===== src/rtl/fifo_pkg.sv =====
// -----------------------------------------------------------------------------
// fifo_pkg
//
// Purpose:
//   Shared definitions for the FIFO family, used by both the single-clock and
//   the dual-clock FIFO. It holds:
//     - default word width and depth, so the FIFO variants agree out of the box
//     - helpers that size the address and pointer fields for a given depth
//     - the status flag bundle and the function that derives it from a level
//
// Ports: none (package).
// -----------------------------------------------------------------------------
package fifo_pkg;

  // Defaults shared with the dual-clock FIFO.
  localparam int FIFO_DEF_DATA_WIDTH = 8;
  localparam int FIFO_DEF_DEPTH      = 16;

  // Address width for a memory of 'depth' entries. A depth of 1 still needs a
  // one-bit address so that vector declarations stay legal.
  function automatic int fifo_addr_w(input int depth);
    return (depth > 1) ? $clog2(depth) : 1;
  endfunction

  // Pointer width: the address plus one wrap bit. With the wrap bit, equal
  // addresses can be told apart as "empty" (same wrap) or "full" (wrap differs).
  function automatic int fifo_ptr_w(input int depth);
    return fifo_addr_w(depth) + 1;
  endfunction

  // Width constants for the default configuration.
  localparam int FIFO_DEF_ADDR_W  = fifo_addr_w(FIFO_DEF_DEPTH);
  localparam int FIFO_DEF_PTR_W   = FIFO_DEF_ADDR_W + 1;
  localparam int FIFO_DEF_LEVEL_W = FIFO_DEF_PTR_W;

  // Occupancy-derived status flags. They are registered as one group so that
  // they always describe the same level.
  typedef struct packed {
    logic full;
    logic empty;
    logic almost_full;
    logic almost_empty;
  } fifo_flags_t;

  // Derive the status flags from an occupancy level.
  function automatic fifo_flags_t fifo_calc_flags(input int lvl,
                                                  input int depth,
                                                  input int af_level,
                                                  input int ae_level);
    fifo_flags_t f;
    f.full         = (lvl == depth);
    f.empty        = (lvl == 0);
    f.almost_full  = (lvl >= af_level);
    f.almost_empty = (lvl <= ae_level);
    return f;
  endfunction

endpackage : fifo_pkg


===== src/rtl/sync_fifo_mem.sv =====
// -----------------------------------------------------------------------------
// sync_fifo_mem
//
// Purpose:
//   Storage array for sync_fifo_param: DEPTH words of DATA_WIDTH bits, with one
//   write port and one read port. The array is named fifo_mem so it can be
//   probed hierarchically.
//
// Configuration macro: SYNC_FIFO_FWFT_EN
//   undefined : registered read. rd_data loads fifo_mem[rd_addr] on a clock edge
//               where rd_en is high, and holds otherwise. It resets to 0.
//   defined   : combinational read. rd_data always shows fifo_mem[rd_addr], so
//               no reset and no read enable are needed.
//
// Ports:
//   clk      in   clock, rising edge
//   reset    in   asynchronous active-low reset (registered read only)
//   rd_en    in   read strobe (registered read only)
//   wr_en    in   write strobe
//   wr_addr  in   write address
//   wr_data  in   write data
//   rd_addr  in   read address
//   rd_data  out  read data
// -----------------------------------------------------------------------------
module sync_fifo_mem
  import fifo_pkg::*;
#(
  parameter int DATA_WIDTH = FIFO_DEF_DATA_WIDTH,
  parameter int DEPTH      = FIFO_DEF_DEPTH,
  parameter int ADDR_W     = fifo_addr_w(DEPTH)
) (
  input  logic                  clk,
`ifndef SYNC_FIFO_FWFT_EN
  input  logic                  reset,
  input  logic                  rd_en,
`endif
  input  logic                  wr_en,
  input  logic [ADDR_W-1:0]     wr_addr,
  input  logic [DATA_WIDTH-1:0] wr_data,
  input  logic [ADDR_W-1:0]     rd_addr,
  output logic [DATA_WIDTH-1:0] rd_data
);

  // Contents are never reset. Emptiness is tracked by the pointers in the
  // parent, so stale words are unreachable.
  logic [DATA_WIDTH-1:0] fifo_mem [DEPTH];

  always_ff @(posedge clk) begin
    if (wr_en) begin
      fifo_mem[wr_addr] <= wr_data;
    end
  end

`ifdef SYNC_FIFO_FWFT_EN
  // The head word is visible as soon as it has been written.
  assign rd_data = fifo_mem[rd_addr];
`else
  // A simultaneous write to the same address (only possible when the FIFO is
  // full) returns the old word, which is the one being popped.
  always_ff @(posedge clk or negedge reset) begin
    if (!reset) begin
      rd_data <= '0;
    end else if (rd_en) begin
      rd_data <= fifo_mem[rd_addr];
    end
  end
`endif

endmodule : sync_fifo_mem


===== src/rtl/sync_fifo_param.sv =====
// -----------------------------------------------------------------------------
// sync_fifo_param
//
// Purpose:
//   Parametrised single-clock FIFO. Provides:
//     - fill level output and full/empty flags
//     - programmable almost-full/almost-empty thresholds
//     - sticky overflow/underflow error flags
//     - synchronous flush
//   All flags are registered and computed from the next-state level.
//
// Configuration macro: SYNC_FIFO_FWFT_EN
//   undefined : standard mode. A read accepted at an edge loads data_out at
//               that edge, and data_out holds until the next accepted read.
//   defined   : first-word fall-through. data_out shows the head word whenever
//               the FIFO is not empty (0 when empty), and read_enable pops it.
//
// Handshake: write_enable and read_enable are requests sampled on every rising
// edge, and !wr_full and !rd_empty act as the matching readies. On the write
// side, wr_full does not block a write when a read is accepted on the same
// edge. A request with no matching ready is rejected and sets the sticky error
// flag for its side. Flush overrides both requests and raises no error.
//
// Ports:
//   clk           in   clock, rising edge
//   reset         in   asynchronous active-low reset
//   flush         in   synchronous pointer clear
//   write_enable  in   push request
//   data_in       in   write data
//   read_enable   in   pop request
//   data_out      out  read data
//   wr_full       out  level == DEPTH
//   rd_empty      out  level == 0
//   almost_full   out  level >= AF_LEVEL
//   almost_empty  out  level <= AE_LEVEL
//   level         out  occupancy, 0..DEPTH
//   overflow      out  sticky: write rejected
//   underflow     out  sticky: read rejected
//   clear_err     in   synchronous clear of overflow/underflow
// -----------------------------------------------------------------------------
module sync_fifo_param
  import fifo_pkg::*;
#(
  parameter int DATA_WIDTH = FIFO_DEF_DATA_WIDTH,
  parameter int DEPTH      = FIFO_DEF_DEPTH,
  parameter int AF_LEVEL   = DEPTH - 2,
  parameter int AE_LEVEL   = 2
) (
  input  logic                   clk,
  input  logic                   reset,
  input  logic                   flush,
  input  logic                   write_enable,
  input  logic [DATA_WIDTH-1:0]  data_in,
  input  logic                   read_enable,
  output logic [DATA_WIDTH-1:0]  data_out,
  output logic                   wr_full,
  output logic                   rd_empty,
  output logic                   almost_full,
  output logic                   almost_empty,
  output logic [$clog2(DEPTH):0] level,
  output logic                   overflow,
  output logic                   underflow,
  input  logic                   clear_err
);

  localparam int ADDR_W = fifo_addr_w(DEPTH);
  localparam int PTR_W  = fifo_ptr_w(DEPTH);

  // ---------------------------------------------------------------------------
  // State
  // ---------------------------------------------------------------------------
  logic [PTR_W-1:0]      wr_ptr;
  logic [PTR_W-1:0]      rd_ptr;
  fifo_flags_t           flags;

  // ---------------------------------------------------------------------------
  // Next-state signals
  // ---------------------------------------------------------------------------
  logic                  wr_acc;
  logic                  rd_acc;
  logic                  ovf_set;
  logic                  udf_set;
  logic [PTR_W-1:0]      wr_ptr_nxt;
  logic [PTR_W-1:0]      rd_ptr_nxt;
  logic [PTR_W-1:0]      level_nxt;
  fifo_flags_t           flags_nxt;
  logic                  overflow_nxt;
  logic                  underflow_nxt;
  logic [DATA_WIDTH-1:0] mem_rd_data;

  // ---------------------------------------------------------------------------
  // Acceptance, pointer and flag computation
  // ---------------------------------------------------------------------------
  always_comb begin
    // The read is decided first, because a full FIFO can still take a write
    // when a word leaves on the same edge.
    rd_acc  = read_enable  && !rd_empty && !flush;
    wr_acc  = write_enable && !flush && (!wr_full || rd_acc);

    // Requests dropped by flush are not errors.
    ovf_set = write_enable && !flush && !wr_acc;
    udf_set = read_enable  && !flush && !rd_acc;

    if (flush) begin
      wr_ptr_nxt = '0;
      rd_ptr_nxt = '0;
    end else begin
      wr_ptr_nxt = wr_ptr + PTR_W'(wr_acc);
      rd_ptr_nxt = rd_ptr + PTR_W'(rd_acc);
    end

    // Modulo-2^PTR_W difference. This stays correct across the wrap bit.
    level_nxt = wr_ptr_nxt - rd_ptr_nxt;
    flags_nxt = fifo_calc_flags(int'(level_nxt), DEPTH, AF_LEVEL, AE_LEVEL);

    // A new error on the same edge as clear_err takes priority.
    overflow_nxt  = overflow;
    underflow_nxt = underflow;
    if (clear_err) begin
      overflow_nxt  = 1'b0;
      underflow_nxt = 1'b0;
    end
    if (ovf_set) begin
      overflow_nxt = 1'b1;
    end
    if (udf_set) begin
      underflow_nxt = 1'b1;
    end
  end

  // ---------------------------------------------------------------------------
  // Registers
  // ---------------------------------------------------------------------------
  always_ff @(posedge clk or negedge reset) begin
    if (!reset) begin
      wr_ptr    <= '0;
      rd_ptr    <= '0;
      level     <= '0;
      flags     <= fifo_calc_flags(0, DEPTH, AF_LEVEL, AE_LEVEL);
      overflow  <= 1'b0;
      underflow <= 1'b0;
    end else begin
      wr_ptr    <= wr_ptr_nxt;
      rd_ptr    <= rd_ptr_nxt;
      level     <= level_nxt;
      flags     <= flags_nxt;
      overflow  <= overflow_nxt;
      underflow <= underflow_nxt;
    end
  end

  assign wr_full      = flags.full;
  assign rd_empty     = flags.empty;
  assign almost_full  = flags.almost_full;
  assign almost_empty = flags.almost_empty;

  // ---------------------------------------------------------------------------
  // Storage
  // ---------------------------------------------------------------------------
  sync_fifo_mem #(
    .DATA_WIDTH (DATA_WIDTH),
    .DEPTH      (DEPTH),
    .ADDR_W     (ADDR_W)
  ) u_mem (
    .clk     (clk),
`ifndef SYNC_FIFO_FWFT_EN
    .reset   (reset),
    .rd_en   (rd_acc),
`endif
    .wr_en   (wr_acc),
    .wr_addr (wr_ptr[ADDR_W-1:0]),
    .wr_data (data_in),
    .rd_addr (rd_ptr[ADDR_W-1:0]),
    .rd_data (mem_rd_data)
  );

`ifdef SYNC_FIFO_FWFT_EN
  // The memory location under rd_ptr is stale while the FIFO is empty, so it
  // is masked to 0.
  assign data_out = rd_empty ? '0 : mem_rd_data;
`else
  assign data_out = mem_rd_data;
`endif

endmodule : sync_fifo_param


===== config.mk =====
export PLATFORM = sky130hd
export DESIGN_NAME = sync_fifo_param
export DESIGN_NICKNAME = d
export VERILOG_FILES = /design/src/rtl/fifo_pkg.sv /design/src/rtl/sync_fifo_mem.sv /design/src/rtl/sync_fifo_param.sv
export SDC_FILE = /design/constraint.sdc
export NUM_CORES = 1
export LEC_CHECK = 0
export BUFFER_PORTS_ARGS = -buffer_cell sky130_fd_sc_hd__buf_4
export CELL_PAD_IN_SITES_DETAIL_PLACEMENT = 1
export CELL_PAD_IN_SITES_GLOBAL_PLACEMENT = 1
export CORE_ASPECT_RATIO = 2
export CORE_MARGIN = 2
export CORE_UTILIZATION = 52
export CTS_CLUSTER_DIAMETER = 200
export DETAILED_ROUTE_END_ITERATION = 16
export GPL_TIMING_DRIVEN = 0
export PLACE_DENSITY_LB_ADDON = 0.1
export RECOVER_POWER = 25
export SLEW_MARGIN = 0
export SYNTH_ARGS = -nofsm -noshare
export SYNTH_HDL_FRONTEND = slang
export SYNTH_SLANG_ARGS = --single-unit

===== constraint.sdc =====
create_clock -name clk -period 3.4 [get_ports clk]
set_input_delay 0.51 -clock clk [delete_from_list [all_inputs] [get_ports clk]]
set_output_delay 0.51 -clock clk [all_outputs]
set_load 0.02 [all_outputs]

== Word-level counts from Yosys, hierarchy flattened ==
Memory sizes are Yosys's and may differ from the RTL's. A register that Yosys moved wholly into a read port is not among the register bits.
Index checks and enable logic that the tools add are counted.
Widths: inputs -> output; s select.

* Add/sub/neg operators: 3
* Order comparisons: 2
* Equal/unequal tests: 1
* Mux-type cells: 7
* Reductions and logical operators: 17

{| class="wikitable"
|+ Operator list
! kind !! count
|-
| $add 5x1->5 || 2
|-
| $mux 5 || 2
|-
| $logic_and 1x1->1 || 7
|-
| $logic_not 1->1 || 6
|-
| $eq 5x5->1 const B || 1
|-
| $ge 5x4->1 const B || 1
|-
| $le 5x2->1 const B || 1
|-
| $logic_not 5->1 || 1
|-
| $mux 1 || 5
|-
| $sub 5x5->5 || 1
|-
| $reduce_bool 2->1 || 2
|-
| $logic_or 1x1->1 || 1
|}

* Flip-flop bits (word level): 21
* RAM bits: 128
* Input bits: 14
* Output and inout port bits: 19
* Logic and storage cells: 40
* Memories: 1

{| class="wikitable"
|+ Memory list
! memory !! words !! bits a word !! rd ports !! clocked after memory_dff !! wr ports !! line !! text
|-
| u_mem.fifo_mem || 16 || 8 || 1 || 1 || 1 || sync_fifo_mem.sv:46 || <nowiki>logic [DATA_WIDTH-1:0] fifo_mem [DEPTH];</nowiki>
|}

== Longest topological paths before layout ==
* Depth after elaboration: 9
* Depth in mapped cells: 12
* Gate-level depth less buffers: 11

== Cells and area by module ==
Synthesis repeated with hierarchy kept, for this count alone.

* Cells, all modules: 322
* Area total of the unflattened synthesis: 6347.3 um^2

{| class="wikitable"
|+ By module, submodules not included
! module !! instances !! cells an instance !! area each (um^2)
|-
| sync_fifo_mem || 1 || 240 || 5331.4
|-
| sync_fifo_param || 1 || 82 || 1016.0
|}

== Least setup slack after synthesis ==
OpenSTA, ideal clock, no wires.

* Path type: input-to-reg
* Start: input flush
* End: register flags, in the netlist almost_empty
* Library setup time: 0.099 ns
* Data arrival time: 2.894 ns
* Data required time: 3.301 ns
* Slack: 0.406 ns
* Stages: 12
* Buffers on the path: 1
* Path through: buf_2 or3b_1 inv_2 ha_1 ha_1 xor2_1 nand2b_1 ha_1 a21o_1 a21oi_1 xor3_2 a2111oi_4

{| class="wikitable"
|+ RTL lines
! what !! line !! text
|-
| start: declaration || sync_fifo_param.sv:51 || <nowiki>input logic flush,</nowiki>
|-
| end signal: assignment || sync_fifo_param.sv:139 || <nowiki>flags <= fifo_calc_flags(0, DEPTH, AF_LEVEL, AE_LEVEL);</nowiki>
|-
| end signal: assignment || sync_fifo_param.sv:146 || <nowiki>flags <= flags_nxt;</nowiki>
|-
| end: declaration || sync_fifo_param.sv:74 || <nowiki>fifo_flags_t flags;</nowiki>
|}

==> metrics.md <==
| Metric | Value |
|---|---|
| Internal power | about 0.0037 W |
| I/O Pins | 33 |
| Die footprint | between 10000 and 15000 um2 |
| Die H | 160 um |
| Max Root-Sink Buffers | 2 |
| Clock power share | just over 40% |
| Dpl ws | -0.105 ns |
| Hold Buf Count CTS | 0 |
| Tot GR Track Use | between 20% and 30% |
| WP depth | 13 |
| Syn-to-layout area delta | 16.1% |
| Most frequent cells in the layout | 128 x edfxtp_1, 29 x mux4_2, 27 x dfrtp_1 |
| VDD IR-drop max | just over 0.6 mV |
| Syn Area/Cell | ~19 um2 |
| Antenna violations before repair | 0 |
| Root Driver | clkbuf_16 |
| Commonest non-fill, non-tap cell in the layout | edfxtp_1 |
| Worst EP required | about 3.8 ns |
| Worst-case reg-to-reg path depth | 11 |
| Mapped Nets | ~360 |
| Hold slack | about 0.29 ns |
| Max Clk Rate | roughly 0.32 GHz |
| Iter 0 DRT Violations | 194 |
| H-tree depth | 4 |
| CP max-delay cell | xor2_1 |
| # DRC | 0 |
| Final setup skew | 0.00709 ns |
| RSZ-0062 raised after global routing | no |
| Setup TNS Final | 0 ns |
| Tot Pwr | ~0.0049 W |
| Core ar. | 12000 um2 |
| Status | complete, but fails checks |
| # setup viols final | 0 |
| Avg WL per Cell | 25.2 um |
| Worst endpoint data arrival time | around 3.5 ns |
| Post-synthesis cell area | roughly 6300 um2 |
| Buf+Inv Stages, Crit Path | 3 |
| Post-synth cell types | 48 |
| Pleak | about 2.6 nW |
| # resized after CTS | 0 |
| Final Wtd Congestion | 0.819 |
| Slew Viols, Final | 30 |
| Flop pwr share | 46.2% |
| Biggest cell delay along the critical path | approximately 0.51 ns |
| CP Class | in2reg |
| Clk sink count | approximately 160 |
| Vias in the first global route | roughly 3600 |
| Worst-path clk slew | 0.06 ns |
| Crit-path leading delay family | adder cells |
| Drt first pass iters | 4 |
| Final Critical Period | 3.13 ns |
| Most frequent CP cell | ha_1 |
| Synth warn | 0 |
| Vias per cell | 5.86 |
| Die width | between 80 and 90 um |
| Dpl hpwl | 9280 um |
| Antenna diode count | 0 |
| Row Count | 57 |
| Final WS setup | ~0.27 ns |
| Hold/Removal Path Class | in2reg |
| Normalized max-slew margin | -10.3% |
| Via count | roughly 3200 |
| Final #Nets | between 400 and 500 |
| Total gr overflow | 0 |
| Endpoints failing hold | 0 |
| Worst R2R End | almost_full |
| Routed Wire Length | 13900 um |
| IO buf count | 32 |
| Critical-path cell list | buf_4 > buf_2 > or3b_1 > inv_2 > ha_1 > ha_1 > xor2_1 > nand2b_1 > ha_1 > nand2_1 > o21ai_0 > xor2_1 > a31o_2 |
| Post-Syn Instances | about 340 |
| Clk Latency, worst-skew pair | 0.42 ns |
| Remaining antenna violation count after routing | 0 |
| Logic pwr share | 13.3% |
| Worst flop-to-flop path startpoint | rd_empty |
| Share of flip-flops with an asynchronous set or reset | 18.5% |
| CTS buffer count | 17 |
| Failing checks | max-capacitance violations, max-slew violations |
| Power Density | between 600 and 700 nW/um2 |
| Worst Setup End Kind | register |
| Register area share after synthesis | between 70 and 80% |
| Post-CTS setup buffer count | 0 |
| Psw | around 0.0012 W |
| Hold EP | underflow |
| Number of synthesized flops with an enable pin | 128 |
| First-pass GRT wire length | about 21000 um |
| Net Sw Frac | between 20% and 30% |
| #FFs+latches synth | 157 |
| Worst Hold Launch | clear_err |
| Hold path depth | 2 |
| Share of layout cells above drive strength 1 | 28.4% |
| Final period util | between 90% and 100% |
| Largest net degree at the start of global routing | 30 |
| Max_cap viols | 1 |
| Starting density of the core | between 50% and 60% |
| CP Max Fanout | 10 |
| TritonCTS clock tree | built |
| Startpoint class of the critical path | input pin |
| Ys flop type | edfxtp_1 |
| Flop2flop setup slack | between 0.3 and 0.4 ns |
| Tightest Pin Transition | about 1.7 ns |
==> power groups by stage <==
stage / combinational [W] / sequential (W) / clock [W]
after floorplan: 0.000305 / 0.00236 / 0
after global placement: 0.000639 / 0.00228 / 0
after detailed placement: 0.000659 / 0.00228 / 0
after CTS: 0.000666 / 0.00224 / 0.00200
after global routing: 0.000699 / 0.00225 / 0.00206
final: 0.000648 / 0.00225 / 0.00197
==> cell usage after synthesis, types with 2 or more instances <==
| cell type | number | area share (%) |
|---|---|---|
| nor3b_1 | 2 | 0.24 |
| clkbuf_1 | 5 | 0.30 |
| buf_6 | 4 | 0.71 |
| mux4_2 | 29 | 10 |
| dfstp_2 | 2 | 0.83 |
| mux2_4 | 2 | 0.47 |
| xor2_1 | 5 | 0.69 |
| a22oi_1 | 7 | 0.83 |
| a21oi_1 | 2 | 0.16 |
| nand3_1 | 5 | 0.40 |
| o21ai_0 | 9 | 0.71 |
| inv_1 | 8 | 0.47 |
| mux2i_1 | 5 | 0.79 |
| nor2_1 | 17 | 1.0 |
| edfxtp_1 | 128 | 61 |
| mux2_2 | 8 | 1.4 |
| nand2b_1 | 6 | 0.59 |
| nand2_1 | 4 | 0.24 |
| dfrtp_1 | 27 | 11 |
| ha_1 | 8 | 1.6 |
| buf_4 | 2 | 0.24 |
| nand3b_1 | 3 | 0.36 |
| buf_2 | 6 | 0.47 |
| o21ai_1 | 7 | 0.55 |
| nor3_1 | 5 | 0.40 |
| nor2b_1 | 13 | 1.3 |
==> per-stage QoR <==
step / utilization, % / instances / cell area [um2]
2_1_floorplan: - / 341 / 6330
3_3_place_gp: 56.4 / 520 / 6760
3_5_place_dp: 56.4 / 520 / 6760
4_1_cts: 61.6 / 552 / 7380
5_1_grt: 61.3 / 552 / 7350
6_report: 61.3 / 552 / 7350
==> registers in the layout, summed over array words and instances, names as in the netlist <==
register	cells
rd_ptr	5
underflow	1
level	5
wr_ptr	5
wr_full	1
u_mem.rd_data	8
almost_full	1
rd_empty	1
almost_empty	1
overflow	1
u_mem.fifo_mem	128
==> cells by family after synthesis <==
family | share of synthesized area [%]
adders and majority gates | 1.90
buffers and inverters | 2.25
and+or+nand+nor | 5.79
AOI/OAI and AO/OA | 3.62
DFF | 72.2
xor gates and xnor gates | 1.23
muxes | 13.0
==> worst max-delay path by stage <==
| stage | from | to | slack, ns |
|---|---|---|---|
| floorplan | flush | almost_empty | 0.41 |
| global placement | flush | almost_empty | 0.01 |
| CTS | flush | almost_full | 0.26 |
| global route | flush | almost_full | 0.06 |
| finish | flush | almost_full | 0.27 |
| detailed placement | flush | almost_full | -0.11 |
==> area by class of cell <==
cell class	count	area [um2]
fillers	1054	4630
clock buffers	26	564
inverters	9	33.8
clock inverters	6	63.8
well taps	147	184
multi-input cells	158	1620
plain buffers	17	109
repair buffers	32	206
flip-flops and latches	157	4570
==> routing by layer <==
metal  routed length, um  up-vias  GRT usage [%]
met5                   0        -              0
met2                7720       74           39.6
met1                5380     1693           29.4
met4                 436        0           11.3
met3                 404       32           4.46
li1                    -     1435              -
(Power assumes the default switching activity.)
